$ cat config.mk
export PLATFORM = sky130hd
export DESIGN_NAME = axis_spi_txn_ctrl
export DESIGN_NICKNAME = d
export VERILOG_FILES = /design/src/rtl/axis_spi_txn_ctrl.sv
export SDC_FILE = /design/constraint.sdc
export NUM_CORES = 1
export LEC_CHECK = 0
export ABC_AREA = 1
export BUFFER_PORTS_ARGS = -buffer_cell sky130_fd_sc_hd__buf_4
export CORE_MARGIN = 1
export CORE_UTILIZATION = 42
export DETAILED_ROUTE_END_ITERATION = 10
export GPL_TIMING_DRIVEN = 0
export PLACE_DENSITY = 0.7
export SLEW_MARGIN = 20
export SYNTH_ARGS = -nofsm -noshare
export SYNTH_HDL_FRONTEND = slang
export SYNTH_SLANG_ARGS = --single-unit
$ cat constraint.sdc
create_clock -name clk_i -period 2.92 [get_ports clk_i]
set_clock_uncertainty 0.05 [all_clocks]
set_input_delay 0.146 -clock clk_i [delete_from_list [all_inputs] [get_ports clk_i]]
set_output_delay 0.146 -clock clk_i [all_outputs]
set_load 0.005 [all_outputs]
$ cat src/rtl/axis_spi_txn_ctrl.sv
// rtl/axis_spi_txn_ctrl.sv - SPI transaction sequencer: command + write payload in, read packet out
// Keeps exactly one byte outstanding at the SPI master; write-phase responses are dropped.
module axis_spi_txn_ctrl #(
  parameter int DATA_WIDTH = 8,
  parameter int SLAVE_NUM  = 1,
  parameter int LEN_WIDTH  = 8,
  parameter logic [DATA_WIDTH-1:0] DUMMY_BYTE = 8'hFF,
  localparam int AW = (SLAVE_NUM > 1) ? $clog2(SLAVE_NUM) : 1
) (
  input  logic                        clk_i,
  input  logic                        arstn_i,
  input  logic [2*LEN_WIDTH+AW-1:0]   s_cmd_tdata,
  input  logic                        s_cmd_tvalid,
  output logic                        s_cmd_tready,
  input  logic [DATA_WIDTH-1:0]       s_wr_tdata,
  input  logic                        s_wr_tvalid,
  output logic                        s_wr_tready,
  output logic [DATA_WIDTH-1:0]       m_spi_tdata,
  output logic                        m_spi_tvalid,
  input  logic                        m_spi_tready,
  input  logic [DATA_WIDTH-1:0]       s_spi_tdata,
  input  logic                        s_spi_tvalid,
  output logic                        s_spi_tready,
  output logic [DATA_WIDTH-1:0]       m_rd_tdata,
  output logic                        m_rd_tvalid,
  input  logic                        m_rd_tready,
  output logic                        m_rd_tlast,
  output logic [AW-1:0]               spi_addr_o,
  output logic                        busy_o
);

  typedef enum logic [1:0] {IDLE, SEND, WAIT_RSP} state_t;

  localparam logic [LEN_WIDTH-1:0] ONE = LEN_WIDTH'(1);

  state_t               state;
  logic [LEN_WIDTH-1:0] wr_cnt;
  logic [LEN_WIDTH-1:0] rd_cnt;
  logic                 wr_phase;

  logic [LEN_WIDTH-1:0] cmd_rd;
  logic [LEN_WIDTH-1:0] cmd_wr;
  logic [AW-1:0]        cmd_addr;

  assign cmd_rd   = s_cmd_tdata[LEN_WIDTH-1:0];
  assign cmd_wr   = s_cmd_tdata[2*LEN_WIDTH-1:LEN_WIDTH];
  assign cmd_addr = s_cmd_tdata[2*LEN_WIDTH+AW-1:2*LEN_WIDTH];

  assign wr_phase = (wr_cnt != '0);
  assign busy_o   = (state != IDLE);

  // Gated by reset so the command port only opens once reset is released.
  assign s_cmd_tready = arstn_i && (state == IDLE);

  always_comb begin
    m_spi_tdata  = DUMMY_BYTE;
    m_spi_tvalid = 1'b0;
    s_wr_tready  = 1'b0;
    s_spi_tready = 1'b0;
    m_rd_tdata   = '0;
    m_rd_tvalid  = 1'b0;
    m_rd_tlast   = 1'b0;
    case (state)
      SEND: begin
        if (wr_phase) begin
          m_spi_tdata  = s_wr_tdata;
          m_spi_tvalid = s_wr_tvalid;
          s_wr_tready  = m_spi_tready;
        end else begin
          m_spi_tvalid = 1'b1;
        end
      end
      WAIT_RSP: begin
        if (wr_phase) begin
          s_spi_tready = 1'b1;
        end else begin
          m_rd_tdata   = s_spi_tdata;
          m_rd_tvalid  = s_spi_tvalid;
          s_spi_tready = m_rd_tready;
          m_rd_tlast   = (rd_cnt == ONE);
        end
      end
      default: ;
    endcase
  end

  always_ff @(posedge clk_i or negedge arstn_i) begin
    if (!arstn_i) begin
      state      <= IDLE;
      wr_cnt     <= '0;
      rd_cnt     <= '0;
      spi_addr_o <= '0;
    end else begin
      case (state)
        IDLE: begin
          if (s_cmd_tvalid) begin
            spi_addr_o <= cmd_addr;
            wr_cnt     <= cmd_wr;
            rd_cnt     <= cmd_rd;
            if (cmd_wr != '0 || cmd_rd != '0) state <= SEND;
          end
        end
        SEND: begin
          if (m_spi_tvalid && m_spi_tready) state <= WAIT_RSP;
        end
        WAIT_RSP: begin
          if (s_spi_tvalid && s_spi_tready) begin
            // Next state looks at what remains after this decrement.
            if (wr_phase) begin
              wr_cnt <= wr_cnt - ONE;
              state  <= (wr_cnt != ONE || rd_cnt != '0) ? SEND : IDLE;
            end else if (rd_cnt != '0) begin
              rd_cnt <= rd_cnt - ONE;
              state  <= (rd_cnt != ONE) ? SEND : IDLE;
            end else begin
              state <= IDLE;
            end
          end
        end
        default: state <= IDLE;
      endcase
    end
  end

endmodule

==> metrics.md <==
| Metric | Value |
|---|---|
| Placed cell area | 0.00222 mm2 |
| Met3 Use GR | 0.0347 |
| Clock power share | 0.088 |
| Asr flop ratio synth | 1.00 |
| Post-layout nets | 388 |
| Commonest non-fill, non-tap cell in the layout | nand2_1 |
| Crit path cell chain | inv_1 -> ha_1 -> nand2_1 -> nor2_2 -> nand2_1 -> clkbuf_1 -> nand2_1 -> nor2_1 -> buf_4 |
| Sequential-to-total area share from yosys stat | 0.281 |
| Switch Pwr | 1.10 mW |
| # diodes | 0 |
| Die height | about 65 um |
| Clock latency on the worst-skew pair | between 0.2 and 0.3 ns |
| Max incr delay on CP | 0.40 ns |
| RSZ-0062 raised after global routing | false |
| Syn Area/Cell | 6.17 um2 |
| Status | finished, final reports clean |
| Rel. slew slack | 0.692 |
| CP required | 2.72 ns |
| Largest net degree at the start of global routing | 21 |
| Critical path endpoint | s_wr_tready |
| Chip width | 65.5 um |
| Setup_tns | 0 ns |
| H-tree depth | 1 |
| Hold crit path type | in -> reg |
| M2 GR Usage | 0.393 |
| CP arrival | 1.98 ns |
| Filler instances | 368 |
| Deepest clock path buffer count | 2 |
| Routed len/inst | 11.7 um |
| DR iter-0 viols | 84 |
| Clock buffer count from CTS | 3 |
| Reg-to-Reg End | wr_cnt[1] |
| Pint | 1.06 mW |
| Clock Root Buffer | clkbuf_8 |
| Combinational share of power | 0.661 |
| Core Region | 0.00377 mm2 |
| Synth Cell Area | 0.00169 mm2 |
| Setup-failing EPs final | 0 |
| Final Hold Violating Endpoints | 0 |
| FP Rows | 22 |
| Crit path from | wr_cnt[0] |
| Antenna Violating Nets Remaining | 0 |
| Fraction of layout cells with a size suffix above 1 | 0.292 |
| Tmin final | approximately 2.2 ns |
| Reg2reg path depth | 10 |
| Net Count, Synth | 319 |
| Leak | 1.22 nW |
| Crit path max fanout | 10 |
| Placed Instances | 385 |
| Synth warn | 0 |
| Synthesized instance count | 274 |
| Final instance area | between 0.002 and 0.0025 mm2 |
| CP max-delay cell | dfrtp_1 |
| First-pass GRT wire length | 7.45 mm |
| Fmax achieved | approximately 0.46 GHz |
| Total gr overflow | 0 |
| Vias | about 1900 |
| Layer with the highest usage | met2 |
| Pwr dens | 947 mW/mm2 |
| CP Launch Type | flop |
| Vias per cell | 4.91 |
| Worst-margin pin slew | 0.462 ns |
| Worst R2R Start | wr_cnt[0] |
| Post-synth EDFFs | 0 |
| CP Class | reg -> out |
| Cts repair resizes | 0 |
| Clock slew at reported path FFs | 0.07 ns |
| Initial DRT Pass Iterations | 4 |
| Number of global-route vias before repair | about 1700 |
| Unique masters post-synth | 27 |
| Most frequent cells in the layout | 85 x nand2_1, 63 x buf_4, 49 x nor2_1 |
| TritonCTS clock tree | yes |
| Power consumption | 2.16 mW |
| Fin crit share | 0.746 |
| Met1 Use GR | 0.287 |
| Area growth, synth to finish | 34.8% |
| Peak supply drop | 0.704 mV |
| Synthesis-stage register bit count | 19 |
| Initial Utilization | 0.449 |
| Finished Layout Cells | 390 |
| Total track usage | 0.228 |
| Switching Share | 0.507 |
| DRC Markers | 0 |
| Pins Over Slew Limit | 0 |
| Hpwl dp | 3.51 mm |
| Ys flop type | dfrtp_1 |
| Seq pwr share | 0.251 |
| Setup slack, reg-to-reg | about 0.86 ns |
| Max Cap Viol | 0 |
| CP endpoint kind | output pin |
| Gpl congestion | just under 0.9 |
| Clock Sinks | 19 |
| Initial antenna violation count | 0 |
| Drt total wl | 4.58 mm |
| Total I/O pin count | 64 |
| Crit path top cell by count | nand2_1 |
| Total Die Area | roughly 0.0043 mm2 |
| Port bufs | 63 |
worst max-delay path, delay by kind of cell (launching register included):
| kind | cells | cell delay (ns) |
|---|---|---|
| adders and majority gates | 1 | 0.27 |
| buffers and inverters | 3 | 0.56 |
| DFF | 1 | 0.40 |
| and+or+nand+nor | 5 | 0.50 |
routing by layer:
layer | vias up | wire length (um)
met5 | - | 0
met4 | 0 | 52
met3 | 6 | 459
met2 | 81 | 2060
met1 | 833 | 2000
li1 | 996 | -
registers in the layout (all words and copies together) (netlist names):
| register | flops |
|---|---|
| rd_cnt | 8 |
| wr_cnt | 8 |
| state | 2 |
| spi_addr_o | 1 |
synth_stat cells (2+ instances only):
| master | number | area [um2] |
|---|---|---|
| nand4_1 | 3 | 18.8 |
| nor2_1 | 49 | 184 |
| xor2_1 | 2 | 17.5 |
| dfrtp_1 | 19 | 475 |
| mux2i_1 | 2 | 20.0 |
| nand2_2 | 6 | 37.5 |
| or2_2 | 10 | 62.6 |
| inv_1 | 26 | 97.6 |
| nand3_1 | 26 | 130 |
| buf_2 | 2 | 10.0 |
| a21oi_1 | 6 | 30.0 |
| o21ai_0 | 9 | 45.0 |
| o21ai_2 | 4 | 35.0 |
| nor2_4 | 3 | 33.8 |
| nand2_1 | 85 | 319 |
| nor2_2 | 4 | 25.0 |
| clkbuf_1 | 3 | 11.3 |
| a31oi_1 | 2 | 12.5 |
| ha_1 | 5 | 62.6 |
cell type report:
class / count / area, um2 / share of cell area
Timing Repair Buffer: 64 / 483 / 0.212
Sequential cell: 19 / 475 / 0.209
Inverter: 28 / 108 / 0.0472
Multi-Input combinational cell: 221 / 1070 / 0.470
Tap cell: 48 / 60.1 / 0.0263
Clock buffer: 4 / 45.0 / 0.0198
Buffer: 6 / 36.3 / 0.0159
per-stage QoR:
stage | util | hold WS, ns | worst slack [ns]
floorplan | - | -0.200 | 1.21
global placement | 0.590 | -0.00275 | 0.926
detailed placement | 0.590 | -0.00162 | 0.892
CTS | 0.605 | 0.0314 | 0.751
global route | 0.605 | 0.0279 | 0.584
finish | 0.605 | 0.0343 | 0.743
kinds of logic after synthesis:
logic type	after synthesis	synth area share
xor gates and xnor gates	2	0.0104
buffers and inverters	34	0.0851
adders and majority gates	5	0.0370
muxes	2	0.0118
and+or+nand+nor	189	0.494
AOI/OAI and AO/OA	23	0.0806
DFF	19	0.281
worst min-delay path by stage:
| stage | slack (ns) | cells after the start | end | startpoint |
|---|---|---|---|---|
| final | 0.03 | 2 | spi_addr_o | s_cmd_tvalid |
| after global routing | 0.03 | 2 | spi_addr_o | s_cmd_tvalid |
| after CTS | 0.03 | 2 | spi_addr_o | s_cmd_tvalid |
| after detailed placement | -0.002 | 1 | rd_cnt[2] | arstn_i |
| after global placement | -0.003 | 1 | rd_cnt[2] | arstn_i |
| after floorplan | -0.20 | 0 | rd_cnt[0] | arstn_i |
timing repair:
item	CTS	global route
buffers inserted	0	0
hold buffers	1	0
hold endpoints to repair	19	0
power by group through the flow:
| stage | Sequential, mW | Combinational (mW) | Clock (mW) |
|---|---|---|---|
| 2_1_floorplan | 0.511 | 1.03 | 0 |
| 3_3_place_gp | 0.541 | 1.40 | 0 |
| 3_5_place_dp | 0.543 | 1.42 | 0 |
| 4_1_cts | 0.538 | 1.43 | 0.194 |
| 5_1_grt | 0.562 | 1.62 | 0.210 |
| 6_report | 0.542 | 1.43 | 0.190 |
Power figures use the tool's default switching activity.
